File: src/rtl/pipe_ctrl_pkg.sv
// Shared constants and types for the pipeline hazard/flush controller.
//   ADDR_WIDTH        : width of jump/redirect addresses
//   STOP / NOSTOP     : per-stage stall bit encoding
//   ZERO              : all-zero address
//   STG_PC .. STG_WB  : stage indices into stall vector
//   STALL_*           : stall vector patterns, one per request source
//   redir_state_t     : redirect tracker state (idle / redirect pending)
package pipe_ctrl_pkg;

    localparam int unsigned ADDR_WIDTH = 32;
    localparam int unsigned NUM_STAGES = 6;

    localparam logic STOP   = 1'b1;
    localparam logic NOSTOP = 1'b0;

    localparam logic [ADDR_WIDTH-1:0] ZERO = '0;

    localparam int unsigned STG_PC  = 0;
    localparam int unsigned STG_IF  = 1;
    localparam int unsigned STG_ID  = 2;
    localparam int unsigned STG_EXE = 3;
    localparam int unsigned STG_MEM = 4;
    localparam int unsigned STG_WB  = 5;

    // Stall patterns: the requesting stage and everything upstream of it freeze.
    localparam logic [NUM_STAGES-1:0] STALL_MEM  = 6'b011111;
    localparam logic [NUM_STAGES-1:0] STALL_EXE  = 6'b001111;
    localparam logic [NUM_STAGES-1:0] STALL_ID   = 6'b000111;
    localparam logic [NUM_STAGES-1:0] STALL_IF   = 6'b000011;
    localparam logic [NUM_STAGES-1:0] STALL_NONE = 6'b000000;

    typedef enum logic {
        REDIR_IDLE    = 1'b0,
        REDIR_PENDING = 1'b1
    } redir_state_t;

endpackage

File: src/rtl/pipe_ctrl_stall_watchdog.sv
// Bus-wait watchdog: counts consecutive wait cycles and raises a sticky
// timeout once a wait persists past TIMEOUT_CYCLES-1 counted cycles.
//   clk_i      : clock
//   rst_i      : asynchronous active-low reset
//   wait_i     : bus wait asserted this cycle
//   timeout_o  : sticky timeout flag (registered)
module stall_watchdog
    import pipe_ctrl_pkg::*;
#(
    parameter int unsigned TIMEOUT_CYCLES = 255
) (
    input  logic clk_i,
    input  logic rst_i,
    input  logic wait_i,
    output logic timeout_o
);

    localparam int unsigned WD_WIDTH = (TIMEOUT_CYCLES > 1) ? $clog2(TIMEOUT_CYCLES) : 1;
    localparam logic [WD_WIDTH-1:0] WD_MAX = WD_WIDTH'(TIMEOUT_CYCLES - 1);

    logic [WD_WIDTH-1:0] wd_cnt_q;
    logic [WD_WIDTH-1:0] wd_cnt_d;
    logic                timeout_q;
    logic                timeout_d;

    // Counter saturates at WD_MAX; a wait seen while saturated trips the flag.
    always_comb begin
        wd_cnt_d  = wd_cnt_q;
        timeout_d = timeout_q;
        if (wait_i) begin
            if (wd_cnt_q == WD_MAX) begin
                timeout_d = STOP;
            end else begin
                wd_cnt_d = wd_cnt_q + WD_WIDTH'(1);
            end
        end else begin
            wd_cnt_d = '0;
        end
    end

    always_ff @(posedge clk_i or negedge rst_i) begin
        if (!rst_i) begin
            wd_cnt_q  <= '0;
            timeout_q <= 1'b0;
        end else begin
            wd_cnt_q  <= wd_cnt_d;
            timeout_q <= timeout_d;
        end
    end

    assign timeout_o = timeout_q;

endmodule

File: src/rtl/pipe_ctrl.sv
// Central hazard/flush controller for the 6-stage core (PC, IF, ID, EXE, MEM, WB).
//   clk_i, rst_i       : clock, asynchronous active-low reset
//   stallreq_*_i       : per-stage stall requests (IF bus, ID load-use, EXE busy, MEM bus)
//   jump_flag_i/addr_i : taken jump resolved in EXE and its target
//   stall_o            : per-stage freeze vector (combinational)
//   flush_jump_o       : flush IF/ID and ID/EXE this cycle (combinational)
//   pc_redirect_o      : PC loads pc_target_o at next edge (combinational)
//   pc_target_o        : redirect address (combinational)
//   bus_timeout_o      : sticky bus watchdog error (registered)
//   stall_cycles_o     : count of cycles with any stall bit set (registered)
module pipe_ctrl
    import pipe_ctrl_pkg::*;
#(
    parameter int unsigned TIMEOUT_CYCLES = 255,
    parameter int unsigned CNT_WIDTH      = 32
) (
    input  logic                  clk_i,
    input  logic                  rst_i,
    input  logic                  stallreq_if_i,
    input  logic                  stallreq_id_i,
    input  logic                  stallreq_exe_i,
    input  logic                  stallreq_mem_i,
    input  logic                  jump_flag_i,
    input  logic [ADDR_WIDTH-1:0] jump_addr_i,
    output logic [NUM_STAGES-1:0] stall_o,
    output logic                  flush_jump_o,
    output logic                  pc_redirect_o,
    output logic [ADDR_WIDTH-1:0] pc_target_o,
    output logic                  bus_timeout_o,
    output logic [CNT_WIDTH-1:0]  stall_cycles_o
);

    redir_state_t          state_q;
    redir_state_t          state_d;
    logic [ADDR_WIDTH-1:0] tgt_q;
    logic [ADDR_WIDTH-1:0] tgt_d;
    logic [CNT_WIDTH-1:0]  stall_cnt_q;
    logic                  jump_acc;
    logic                  bus_wait;

    // EXE is frozen exactly when MEM or EXE requests a stall; deriving acceptance
    // from the requests directly keeps stall_o free of a combinational self-loop.
    assign jump_acc = jump_flag_i & ~(stallreq_mem_i | stallreq_exe_i);

    // Priority stall merge; a load-use stall is dropped when its instruction is flushed.
    always_comb begin
        stall_o = STALL_NONE;
        if (stallreq_mem_i) begin
            stall_o = STALL_MEM;
        end else if (stallreq_exe_i) begin
            stall_o = STALL_EXE;
        end else if (stallreq_id_i && !jump_acc) begin
            stall_o = STALL_ID;
        end else if (stallreq_if_i) begin
            stall_o = STALL_IF;
        end
    end

    // Redirect tracker: fire immediately if PC is free, else hold the newest target.
    always_comb begin
        state_d       = state_q;
        tgt_d         = tgt_q;
        flush_jump_o  = jump_acc;
        pc_redirect_o = 1'b0;
        pc_target_o   = tgt_q;
        if (jump_acc) begin
            if (stall_o[STG_PC] == NOSTOP) begin
                pc_redirect_o = 1'b1;
                pc_target_o   = jump_addr_i;
                state_d       = REDIR_IDLE;
            end else begin
                state_d = REDIR_PENDING;
                tgt_d   = jump_addr_i;
            end
        end else if (state_q == REDIR_PENDING && stall_o[STG_PC] == NOSTOP) begin
            pc_redirect_o = 1'b1;
            state_d       = REDIR_IDLE;
        end
    end

    always_ff @(posedge clk_i or negedge rst_i) begin
        if (!rst_i) begin
            state_q <= REDIR_IDLE;
            tgt_q   <= ZERO;
        end else begin
            state_q <= state_d;
            tgt_q   <= tgt_d;
        end
    end

    // Stall-cycle performance counter, wraps naturally.
    always_ff @(posedge clk_i or negedge rst_i) begin
        if (!rst_i) begin
            stall_cnt_q <= '0;
        end else if (|stall_o) begin
            stall_cnt_q <= stall_cnt_q + CNT_WIDTH'(1);
        end
    end

    assign stall_cycles_o = stall_cnt_q;
    assign bus_wait       = stallreq_if_i | stallreq_mem_i;

    stall_watchdog #(
        .TIMEOUT_CYCLES (TIMEOUT_CYCLES)
    ) u_bus_watchdog (
        .clk_i     (clk_i),
        .rst_i     (rst_i),
        .wait_i    (bus_wait),
        .timeout_o (bus_timeout_o)
    );

endmodule
File: config.mk
export PLATFORM = sky130hd
export DESIGN_NAME = pipe_ctrl
export DESIGN_NICKNAME = d
export VERILOG_FILES = /design/src/rtl/pipe_ctrl_pkg.sv /design/src/rtl/pipe_ctrl_stall_watchdog.sv /design/src/rtl/pipe_ctrl.sv
export SDC_FILE = /design/constraint.sdc
export NUM_CORES = 1
export LEC_CHECK = 0
export BUFFER_PORTS_ARGS = -buffer_cell sky130_fd_sc_hd__buf_2
export CORE_ASPECT_RATIO = 1.5
export CORE_MARGIN = 3
export CORE_UTILIZATION = 46
export DETAILED_ROUTE_END_ITERATION = 12
export PLACE_DENSITY = 0.73
export SKIP_LAST_GASP = 1
export SYNTH_ARGS = -nofsm -noshare
export SYNTH_HDL_FRONTEND = slang
export SYNTH_SLANG_ARGS = --single-unit
File: constraint.sdc
create_clock -name clk_i -period 1.6 [get_ports clk_i]
set_clock_uncertainty 0.1 [all_clocks]
set_input_delay 0.08 -clock clk_i [delete_from_list [all_inputs] [get_ports clk_i]]
set_output_delay 0.08 -clock clk_i [all_outputs]
set_load 0.01 [all_outputs]
=== Yosys cells after proc, flatten, opt, wreduce, memory -nomap -nowiden ===
Index checks and enable logic that the tools add are counted.

* Output and inout bits: 73
* Input bits: 39
* Register bits: 74
* Logic and storage cells: 35

* Reductions and logical operators: 7
* Bitwise gates (word level): 5
* Muxes and demuxes: 14
* Add/subtract/negate cells: 2
* Eq/ne operators: 2

{| class="wikitable"
|+ Operator list
! cell !! number
|-
| 32-bit 2-to-1 mux || 2
|-
| 32-bit by 1-bit adder with 32-bit output (second input constant) || 1
|-
| 8-bit 2-to-1 mux || 2
|-
| 6-bit 2-to-1 mux || 2
|-
| 8-bit by 1-bit adder with 8-bit output (second input constant) || 1
|-
| 8-bit equality test (second input constant) || 1
|-
| 1-bit 2-to-1 mux || 6
|-
| 6-bit OR reduction || 1
|-
| 2-bit AND reduction || 2
|-
| 3-bit 2-to-1 mux || 1
|-
| 1-bit logical AND || 2
|-
| 2-bit 2-to-1 mux || 1
|-
| 2-bit != test (second input constant) || 1
|-
| 1-bit inverter || 2
|-
| 1-bit OR || 2
|-
| 2-bit nonzero test || 1
|-
| 1-bit bitwise AND || 1
|-
| 1-bit logical NOT || 1
|}

=== Logic depth before layout (Yosys ltp) ===
Gate-level depths: netlist (run 1).

* Depth after elaboration: 12
* Depth in mapped cells: 7
* Depth with buffers taken out: 6

=== By module ===
A second synthesis (run 1) with hierarchy kept.

* Cell total of the unflattened synthesis: 316
* Area total of the unflattened synthesis: 3,774.9 um2

{| class="wikitable"
|+ By module, submodules not included
! module !! instances !! area an instance (um2) !! seq. area each (um2) !! cells each
|-
| pipe_ctrl || 1 || 3,255.6 || 1,626.6 || 266
|-
| stall_watchdog || 1 || 519.2 || 225.2 || 50
|}

=== Worst setup path after synthesis (run 1) ===
Ideal clock, no wire load.

* Path type: reg-to-reg
* Start: register stall_cnt_q[10], in the netlist stall_cycles_o[10]
* End: register stall_cnt_q[26], in the netlist stall_cycles_o[26]
* Period minus slack after synthesis: 1.677 ns
* Arrival: 1.451 ns
* Cell stages (with the launch flop): 6
* Library setup time: 0.127 ns
* Buffers on the path: 1
* Slack: -0.077 ns
* Required time: 1.373 ns
* Cells stage by stage: dfrtp_1 nand4_1 nor4_2 buf_2 nand4_1 xnor2_1

* Cells in the longest elaborated chain, start to end: 1

{| class="wikitable"
|+ RTL lines
! what !! line !! source
|-
| start, declared || pipe_ctrl.sv:37 || <nowiki>logic [CNT_WIDTH-1:0] stall_cnt_q;</nowiki>
|-
| start signal, assigned || pipe_ctrl.sv:96 || <nowiki>stall_cnt_q <= stall_cnt_q + CNT_WIDTH'(1);</nowiki>
|-
| 32-bit by 1-bit adder with 32-bit output || pipe_ctrl.sv:96 ||
|}

Every way passes these cells.
A chain may end at the register's enable or synchronous reset.

=== Worst setup path in the final report (run 1) ===
* Start: register stall_cnt_q[18], in the netlist stall_cycles_o[18]
* End: register stall_cnt_q[30], in the netlist stall_cycles_o[30]

The elaborated chain is that of the path after synthesis.

==> results of run 1 <==
## worst max-delay path by stage
stage | end | from | cells past startpoint | slack, ps
after floorplan | stall_cycles_o[26]$_DFFE_PN0P_ | stall_cycles_o[5]$_DFFE_PN0P_ | 5 | -6
after global placement | stall_cycles_o[12]$_DFFE_PN0P_ | stall_cycles_o[0]$_DFFE_PN0P_ | 5 | 20
after detailed placement | pc_target_o[4] | stallreq_mem_i | 7 | -8
after CTS | stall_cycles_o[30]$_DFFE_PN0P_ | stall_cycles_o[15]$_DFFE_PN0P_ | 5 | -20
after global routing | stall_cycles_o[21]$_DFFE_PN0P_ | stall_cycles_o[9]$_DFFE_PN0P_ | 5 | -120
final | stall_cycles_o[30]$_DFFE_PN0P_ | stall_cycles_o[18]$_DFFE_PN0P_ | 5 | -20
## final cells by class
cell class | count | share of cell area (%)
Inverter | 6 | 0.418
Clock inverter | 3 | 0.743
Clock buffer | 12 | 4.58
Tap cell | 102 | 2.37
Multi-Input combinational cell | 203 | 32.8
Timing Repair Buffer | 190 | 24.6
Sequential cell | 74 | 34.4
## power breakdown
group	total, mW	switching (mW)	internal [mW]
logic	1.72	0.821	0.900
clock network	1.97	0.730	1.24
registers	2.46	0.261	2.20
total	6.14	1.81	4.33
## cell families after synthesis
logic type	Yosys count
and+or+nand+nor	85
DFF	74
buffers and inverters	21
adders and majority gates	3
AOI/OAI and AO/OA	15
muxes	65
other	1
xor gates and xnor gates	34
## critical path: stages, from the launching register on
cell	delay, ps
dfrtp_1	390
nand4_1	190
nor4_4	370
buf_6	190
nand4_1	110
xnor2_1	150
## layer usage
metal	vias up	GRT usage (%)
li1	1448	-
met1	1569	25.5
met2	122	39.5
met3	29	4.65
met4	0	9.80
met5	-	0
## repair_timing
item                                   4_1_cts  5_1_grt
endpoints found under the hold margin       62        0
pin swaps                                    0        9
setup endpoints to repair                    4       60
gates resized for setup                      1       30
hold buffers                                33        0
setup buffers                                0        9
gates cloned                                 0        4
## registers in the layout, indices dropped and copies added (netlist names)
signal,flops
u_bus_watchdog.wd_cnt_q,8
state_q,1
u_bus_watchdog.timeout_o,1
tgt_q,32
stall_cycles_o,32
## per-stage QoR
stage          TNS [ps]  setup slack (ps)  std cells  total power [mW]
2_1_floorplan     -11.0             -5.61        298              3.24
6_report           -206             -19.5        590              6.14
4_1_cts           -57.4             -18.5        577              5.96
3_3_place_gp          0              18.9        529              3.88
3_5_place_dp      -14.6             -8.40        529              3.93
5_1_grt           -2130              -121        590              6.41
## placed cells by master (no fill, tap or decap), types with 3 or more instances in the layout
cell             n
and3_1           6
inv_1            6
a31oi_1          3
buf_2          109
dlygate4sd3_1   33
xor2_1          11
nand4_1         16
nor3_1           5
nand2_1         12
and4_1           3
xnor2_1         21
mux2_2          49
clkbuf_16       11
nand3_1          9
dfrtp_1         72
buf_12           3
nor4_2           4
buf_4           39
mux2_1          14
nor2_1          11
buf_6            3
and2_1           3
==> reports/metrics.cfg, run 1 <==
[setup_path]
end_kind = flop
start_kind = flop
rr_endpoint = stall_cycles_o[30]$_DFFE_PN0P_
critPathKind = flop to flop
rr_startpoint = stall_cycles_o[18]$_DFFE_PN0P_
cp_max_fo = 7
reg2reg_depth = 5
required_ps = 1710
cp.arrival_ps = 1730
r2r_setup_slack_ps = -20

[sta]
hold_violations = 0
report.final.slew_viol_count = 0
fin_hold_ws_ps = 121
setup_viol = 21
post-route-period-util_pct = 101
worstMarginPinSlew_ps = 797
timing.slew.headroom_pct = 46.8
fmax_ghz = 0.617
rsz0062_at_grt = true
timing.final.ws_setup_ps = -19.5
period_minus_slack_ps = 1620

[finish]
n_antenna_cell = 0
layout-drive-gt1-share_pct = 50.4
syn_to_final_growth_pct = 48.6
post-route-util_pct = 70.3
nFillCells = 505
final_area_mm2 = 0.00539
multiInputGateArea_mm2 = 0.00177
register_area_mm2 = 0.00185
nNetsFinal = 526

[synthesis]
synthTopCellsByArea = dfrtp_1, mux2_2, xnor2_1
yosysMostFrequentCell = dfrtp_1
syn_inst = 298
synth_top_family_by_area = multiplexers
synth_simple_gate_area_share_pct = 12.7
synthXorXnorAreaFrac_pct = 8.22
seq_area_frac_synth_pct = 51.1
ys_ff_latch = 74
synth_nets = 340
syn_area_mm2 = 0.00362
ys_types = 38
synth_ff_type = dfrtp_1
synthAdderAreaFrac_pct = 1.04
yosysWarnings = 0
avgSynthCellArea_um2 = 12.2
synth_compound_area_share_pct = 3.45
synthArstFlopShare_pct = 100
synth_top_area_share_pct = 51.1
yosys.area.top_type = dfrtp_1
synth-edff-count = 0
synth_commonest_cells = dfrtp_1, mux2_2, xnor2_1
muxShareOfSynthArea_pct = 20.2

[grt]
first_global_vias = 3125
grt_pass1_wl_um = 15400
gr-total-overflow = 0
antenna_found_initial = 0
grtUsageTotal_pct = 22.1
grt_max_degree = 35

[die]
die_area_mm2 = 0.00900
initial_utilization_pct = 47.3
pin_count = 112
core.rowCount = 39
die_width_um = 78.5
fp.coreArea_mm2 = 0.00766
fp.dieH_um = 115

[place]
post_dp_cell_area_mm2 = 0.00449
dp_hpwl_um = 6150
portBuffers = 110
place.gp.congestion = 0.810

[clock_network]
cts_sinks = 74
cts_tree = built
root_buffer = clkbuf_16
cts_max_level = 3
ctsLongestPathBuffers = 2
numCtsBuffers = 9
clkTransAtPathRegs_ps = 60
clk_latency_ps = 330

[min_path]
hold_start = jump_flag_i
holdPathEnd = state_q$_DFFE_PN0P_
hold_class = input port to flop
min_path_cells = 4

[route]
routedWlPerCell_um = 18.8
routed.top_layer = met4
via_per_inst = 5.37
antenna_left = 0
met3_wirelength_um = 665
route.met2.wl_um = 5900
num_vias = 3168
drtIter0Drc = 174
drc = 0
firstDrtPassIters = 4
finalWirelength_um = 11100
wl_met1_um = 4230

[pwr]
p_per_area_mw_per_mm2 = 1140
leakage_nw = 2.60
ir_worst_vdd_mv = 0.645

[status]
violations = negative setup slack
status = finished with violations

[job]
max_cap_violations = 0

(Power assumes the default switching activity.)
==> inputs of run 2 (changes only) <==
--- a/config.mk
+++ b/config.mk
@@ -8,10 +8,11 @@
 export BUFFER_PORTS_ARGS = -buffer_cell sky130_fd_sc_hd__buf_2
 export CORE_ASPECT_RATIO = 1.5
 export CORE_MARGIN = 3
-export CORE_UTILIZATION = 46
+export CORE_UTILIZATION = 47
 export DETAILED_ROUTE_END_ITERATION = 12
-export PLACE_DENSITY = 0.73
+export PLACE_DENSITY = 0.74
 export SKIP_LAST_GASP = 1
 export SYNTH_ARGS = -nofsm -noshare
 export SYNTH_HDL_FRONTEND = slang
+export SYNTH_HIERARCHICAL = 1
 export SYNTH_SLANG_ARGS = --single-unit
==> run 2 against run 1 <==
  * Non-clock buffer count fell by 1
  * Maximum frequency fell by 0.77%
  * Largest cell class is now multi-input gates
  * Sequential power rose by 3%
  * Combinational power rose by 27%
  * The flow still finishes with violations (negative setup slack)
  * Sequential cell count did not move
  * Wire length fell by 3.4%
  * Total power rose by 17%
  * Highest routed layer unchanged
==> reports/metrics.cfg, run 2 <==
[synthesis]
ys_ff_latch = 74  ; unchanged
synth_nets = 358  ; +5.3%
ys_types = 46  ; +21%
yosysMostFrequentCell = dfrtp_1
seq_area_frac_synth_pct = 49.1  ; -2.0 points
synthArstFlopShare_pct = 100  ; unchanged
yosysWarnings = 6  ; +6
syn_inst = 316  ; +6.0%
synthTopCellsByArea = dfrtp_1, mux2_2, xor2_1
synth_ff_type = dfrtp_1
synth_top_area_share_pct = 49.1  ; -2.0 points
synth-edff-count = 0  ; unchanged
avgSynthCellArea_um2 = 11.9  ; -1.8%
synth_commonest_cells = dfrtp_1, mux2_2, xor2_1
yosys.area.top_type = dfrtp_1
syn_area_mm2 = 0.00377  ; +4.1%

[clock_network]
ctsLongestPathBuffers = 2  ; unchanged
cts_max_level = 3  ; unchanged
clkTransAtPathRegs_ps = 60  ; about the same
root_buffer = clkbuf_16
cts_sinks = 74  ; unchanged
numCtsBuffers = 9  ; unchanged
cts_tree = built
clk_latency_ps = 340  ; about the same

[finish]
layout_commonest_cell = buf_2
post-route-util_pct = 74.1  ; +3.7 points
syn_to_final_growth_pct = 51.2
final_area_mm2 = 0.00571  ; +6.0%
stdcell_count = 611  ; +3.6%
final_cell_mix = buf_2, dfrtp_1, mux2_2, buf_4, dlygate4sd3_1
nNetsFinal = 546  ; +3.8%
n_antenna_cell = 0  ; unchanged
layout-drive-gt1-share_pct = 53.4  ; +3.0 points

[route]
routedWlPerCell_um = 17.6  ; -6.8%
finalWirelength_um = 10700  ; -3.4%
num_vias = 3241  ; +2.3%
firstDrtPassIters = 4  ; unchanged
antenna_left = 0  ; unchanged
drc = 0  ; unchanged
via_per_inst = 5.30  ; -1.2%
drtIter0Drc = 166  ; -4.6%

[sta]
fin_setup_tns_ps = -60.7  ; +145 ps
setup_viol = 5  ; -76%
fmax_ghz = 0.613  ; -0.77%
rsz0062_at_grt = true
hold_violations = 0  ; unchanged
period_minus_slack_ps = 1630  ; +12.5 ps
post-route-period-util_pct = 102  ; +0.78 points
fin_hold_ws_ps = 170  ; +48.5 ps
timing.final.ws_setup_ps = -32.0  ; -12.5 ps
report.final.slew_viol_count = 0  ; unchanged

[grt]
grtUsageTotal_pct = 22.7  ; +0.61 points
gr-total-overflow = 0  ; unchanged
antenna_found_initial = 0  ; unchanged
gr-max-usage-layer = met2
use_met2_pct = 41.0  ; +1.5 points
grt_pass1_wl_um = 16300  ; +5.5%
use_met1_pct = 25.8  ; +0.34 points
grt.met3_usage_pct = 5.75  ; +1.1 points
grt_max_degree = 75  ; +110%
first_global_vias = 3392  ; +8.5%

[place]
pre_cts_slack_ps = -29.9  ; -21.5 ps
place.gp.congestion = 0.847  ; +4.5%
post_dp_cell_area_mm2 = 0.00468  ; +4.2%
placed_cells = 547  ; +3.4%
portBuffers = 110  ; unchanged
dp_hpwl_um = 6310  ; +2.6%

[setup_path]
end_kind = flop
cp_max_fo = 3  ; -4
start_kind = flop
cp.arrival_ps = 1790  ; +60 ps
critPathKind = flop to flop
required_ps = 1760  ; +50 ps

[min_path]
hold_class = input port to flop

[job]
max_cap_violations = 0  ; unchanged

[die]
die_area_mm2 = 0.00917  ; +1.8%
initial_utilization_pct = 49.0  ; +1.6 points
die_width_um = 79.2  ; +0.89%
fp.dieH_um = 116  ; +0.91%
core.rowCount = 39  ; unchanged
pin_count = 112  ; unchanged
fp.coreArea_mm2 = 0.00771  ; +0.64%

[pwr]
power_mw = 7.18  ; +17%
p_clk_share_pct = 34.3  ; +2.3 points
ir_worst_vdd_mv = 1.08  ; +67%
p_per_area_mw_per_mm2 = 1260  ; +10%
intPower_mw = 5.09  ; +17%
seq_power_share_pct = 35.4  ; -4.6 points
swShare_pct = 29.2  ; -0.28 points
p_sw_mw = 2.10  ; +16%
leakage_nw = 2.53  ; -2.7%
combinationalPowerShare_pct = 30.4  ; +2.4 points

[status]
violations = negative setup slack
status = finished with violations

==> run 2: power by group through the flow <==
stage / clock, mW / combinational, mW / sequential (mW)
after floorplan: 0 / 0.911 / 2.62
after global placement: 0 / 1.80 / 2.53
after detailed placement: 0 / 1.83 / 2.56
after CTS: 2.51 / 1.97 / 2.52
after global routing: 2.60 / 2.37 / 2.58
final: 2.46 / 2.18 / 2.54
==> run 2: per-layer routing <==
metal	up-vias	share of wire (%)
met5	-	0
met4	0	1.7
met3	16	5.4
met2	98	55
met1	1611	38
li1	1516	-
==> run 2: layout make-up <==
class / count / area [µm²]
Sequential cell: 74 / 1860
Multi-Input combinational cell: 216 / 1940
Fill cell: 517 / 2000
Inverter: 14 / 52.6
Timing Repair Buffer: 189 / 1370
Tap cell: 102 / 128
Clock buffer: 9 / 225
Clock inverter: 7 / 141
==> run 2: logic make-up after synthesis <==
family | synth area share [%]
multiplexers | 19.9
flip-flops | 49.1
other | 0.0993
buffers and inverters | 3.51
AO/OA/AOI/OAI | 4.24
adder cells (fa/ha/maj) | 0.994
AND/OR/NAND/NOR | 15.0
XOR/XNOR | 7.19
==> run 2: timing repair <==
action,in CTS,in global routing
setup buffers,3,8
cloned,0,3
endpoints found under the hold margin,106,1
pin swaps,1,12
hold buffers,33,1
resized for setup,5,31
endpoints found under the setup margin,11,57
==> run 2: path summary, 6_finish.rpt <==
path	from	endpoint	slack, ps	cells after the start
setup / recovery	stall_cycles_o[8]$_DFFE_PN0P_	stall_cycles_o[31]$_DFFE_PN0P_	-30	5
hold / removal	stallreq_mem_i	u_bus_watchdog/wd_cnt_q[3]$_DFFE_PN0P_	170	4
setup reg to reg	stall_cycles_o[8]$_DFFE_PN0P_	stall_cycles_o[31]$_DFFE_PN0P_	-30	5
hold reg to reg	u_bus_watchdog/timeout_o$_DFFE_PN0P_	u_bus_watchdog/timeout_o$_DFFE_PN0P_	380	1
max in group asynchronous	rst_i	stall_cycles_o[0]$_DFFE_PN0P_	860	3
min in group asynchronous	rst_i	stall_cycles_o[29]$_DFFE_PN0P_	180	3
==> run 2: worst max-delay path, cell delays in order, from the launching register on <==
cell and delay, ps:
dfrtp_1 380, buf_4 130, nand3_1 100, or4_4 510, nor3b_2 190, xor2_1 150
==> inputs of run 3 (changes only) <==
--- a/config.mk
+++ b/config.mk
@@ -8,9 +8,9 @@
 export BUFFER_PORTS_ARGS = -buffer_cell sky130_fd_sc_hd__buf_2
 export CORE_ASPECT_RATIO = 1.5
 export CORE_MARGIN = 3
-export CORE_UTILIZATION = 47
+export CORE_UTILIZATION = 50
 export DETAILED_ROUTE_END_ITERATION = 12
-export PLACE_DENSITY = 0.74
+export PLACE_DENSITY = 0.75
 export SKIP_LAST_GASP = 1
 export SYNTH_ARGS = -nofsm -noshare
 export SYNTH_HDL_FRONTEND = slang
==> constraint.sdc (replaced) <==
create_clock -name clk_i -period 1.9 [get_ports clk_i]
set_clock_uncertainty 0.1 [all_clocks]
set_input_delay 0.095 -clock clk_i [delete_from_list [all_inputs] [get_ports clk_i]]
set_output_delay 0.095 -clock clk_i [all_outputs]
set_load 0.01 [all_outputs]
==> run 3 against run 2 <==
  * The run now ends clean
  * Critical endpoint is now stall_cycles_o[17]$_DFFE_PN0P_
  * Utilization decreased by 4.6 points
  * Maximum frequency shrank 9.2%
  * Critical path type unchanged
  * Clock power is 40% lower
  * Worst hold slack lost 110 ps
  * Final cell count fell by 6.7%
  * Clock-buffer cell count increased by 1
  * Global-route usage fell by 1.4 points
  * Cell area fell by 12%
  * Total power fell by 30%
  * Critical path depth is 1 lower
  * Combinational power decreased by 36%
  * First-iteration DRC count is 17% higher
==> reports/metrics.cfg, run 3 (synthesis results as in run 2) <==
[grt]
antenna_found_initial = 0  ; unchanged
gr-total-overflow = 0  ; unchanged
grtUsageTotal_pct = 21.3  ; -1.4 points
first_global_vias = 3098  ; -8.7%
grt_pass1_wl_um = 14700  ; -9.8%
grt_max_degree = 43  ; -43%

[route]
drc = 0  ; unchanged
via_per_inst = 5.23  ; -1.5%
firstDrtPassIters = 5  ; +1
routedWlPerCell_um = 15.7  ; -10%
antenna_left = 0  ; unchanged
finalWirelength_um = 8970  ; -16%
drtIter0Drc = 195  ; +17%
num_vias = 2979  ; -8.1%

[sta]
hold_violations = 0  ; unchanged
setup_viol = 0  ; -5
post-route-period-util_pct = 94.6  ; -7.4 points
fmax_ghz = 0.556  ; -9.2%
timing.final.ws_setup_ps = 102  ; +134 ps
rsz0062_at_grt = false
period_minus_slack_ps = 1800  ; +166 ps
fin_setup_tns_ps = 0  ; +60.7 ps
report.final.slew_viol_count = 0  ; unchanged

[status]
status = complete, no violations

[die]
fp.dieH_um = 112  ; -2.9%
core.rowCount = 38  ; -2.6%
initial_utilization_pct = 51.9  ; +2.9 points
die_area_mm2 = 0.00865  ; -5.6%
pin_count = 112  ; unchanged
die_width_um = 76.9  ; -2.8%
fp.coreArea_mm2 = 0.00727  ; -5.6%

[setup_path]
rr_startpoint = stall_cycles_o[3]$_DFFE_PN0P_
cp_max_fo = 6  ; +3
path_buf_inv = 0  ; -1
critPathTopFamily = simple AND/OR/NAND/NOR gates
cpPeakStageDelay_ps = 460  ; -50 ps
critical_path_depth = 4  ; -1
rr_endpoint = stall_cycles_o[17]$_DFFE_PN0P_
required_ps = 2080  ; +320 ps
critPathLaunch = stall_cycles_o[3]$_DFFE_PN0P_
crit_path_cell_trace = nand3_1, a311o_1, nor4_2, xor2_1
crit_slowest_cell = a311o_1
critPathKind = flop to flop
end_kind = flop
cp.arrival_ps = 1980  ; +190 ps
reg2reg_depth = 4  ; -1
setup.worst_path.end = stall_cycles_o[17]$_DFFE_PN0P_
r2r_setup_slack_ps = 100  ; +130 ps
start_kind = flop

[finish]
syn_to_final_growth_pct = 33.8
n_antenna_cell = 0  ; unchanged
nNetsFinal = 508  ; -7.0%
layout_commonest_cell = buf_2
layout-drive-gt1-share_pct = 45.1  ; -8.3 points
final_cell_mix = buf_2, dfrtp_1, mux2_2, dlygate4sd3_1, xor2_1

[place]
dp_hpwl_um = 5970  ; -5.5%
place.gp.congestion = 0.912  ; +7.8%
pre_cts_slack_ps = 67.2  ; +97.1 ps
portBuffers = 110  ; unchanged

[clock_network]
cts_max_level = 3  ; unchanged
clkTransAtPathRegs_ps = 80  ; +20 ps
numCtsBuffers = 9  ; unchanged
cts_sinks = 74  ; unchanged
ctsLongestPathBuffers = 2  ; unchanged
clk_latency_ps = 360  ; +20 ps
root_buffer = clkbuf_8
cts_tree = built

[pwr]
ir_worst_vdd_mv = 0.778  ; -28%
leakage_nw = 2.18  ; -14%
seq_power_share_pct = 43.0  ; +7.6 points
p_clk_share_pct = 29.4  ; -4.9 points
intPower_mw = 3.49  ; -31%
swShare_pct = 30.9  ; +1.7 points
p_per_area_mw_per_mm2 = 1000  ; -21%
combinationalPowerShare_pct = 27.6  ; -2.8 points
p_sw_mw = 1.56  ; -26%

[job]
max_cap_violations = 0  ; unchanged

[min_path]
hold_class = input port to flop

==> run 3: what timing repair did <==
item,4_1_cts,5_1_grt
hold endpoints to repair,106,0
buffers inserted,0,0
gates resized for setup,0,1
hold buffers,33,0
setup endpoints to repair,0,1
==> run 3: metrics by stage <==
step / power, mW / std cells / util [%] / hold WS (ps) / cell area [µm²]
2_1_floorplan: 2.96 / 316 / - / -301 / 3770
3_3_place_gp: 3.48 / 522 / 61.5 / -38.4 / 4480
3_5_place_dp: 3.53 / 522 / 61.5 / -33.6 / 4480
4_1_cts: 5.07 / 570 / 69.4 / 39.1 / 5050
5_1_grt: 5.33 / 570 / 69.5 / 74.5 / 5050
6_report: 5.05 / 570 / 69.5 / 57.6 / 5050
==> run 3: cell type report <==
class                           count  area, µm²
Tap cell                          100        125
Clock buffer                       10        138
Multi-Input combinational cell    216       1800
Fill cell                         524       2220
Sequential cell                    74       1850
Timing Repair Buffer              151        981
Clock inverter                      5        103
Inverter                           14       52.6
==> run 3: how the worst min path moves through the flow <==
stage | to | cells after the start | slack, ps | start
6_report | state_q$_DFFE_PN0P_ | 3 | 60 | jump_flag_i
5_1_grt | state_q$_DFFE_PN0P_ | 3 | 70 | jump_flag_i
4_1_cts | state_q$_DFFE_PN0P_ | 3 | 40 | jump_flag_i
3_5_place_dp | stall_cycles_o[25]$_DFFE_PN0P_ | 1 | -30 | rst_i
3_3_place_gp | stall_cycles_o[25]$_DFFE_PN0P_ | 1 | -40 | rst_i
2_1_floorplan | stall_cycles_o[0]$_DFFE_PN0P_ | 0 | -300 | rst_i
==> run 3: layer usage <==
layer	GRT usage, %	vias to the layer above	share of wire (%)
met3	5.46	22	6.1
met4	10.4	0	2.9
met5	0	-	0
li1	-	1433	-
met1	24.9	1423	41
met2	36.3	101	50
==> run 3: tightest hold or removal path: stages <==
cell	delay, ps
buf_2	110
nand2_1	150
a21boi_0	120
==> run 3: power by group through the flow <==
stage	clock (mW)	sequential [mW]	combinational (mW)
after floorplan	0	2.20	0.760
after global placement	0	2.17	1.31
after detailed placement	0	2.20	1.33
after CTS	1.51	2.17	1.39
after global routing	1.58	2.22	1.53
final	1.48	2.17	1.39
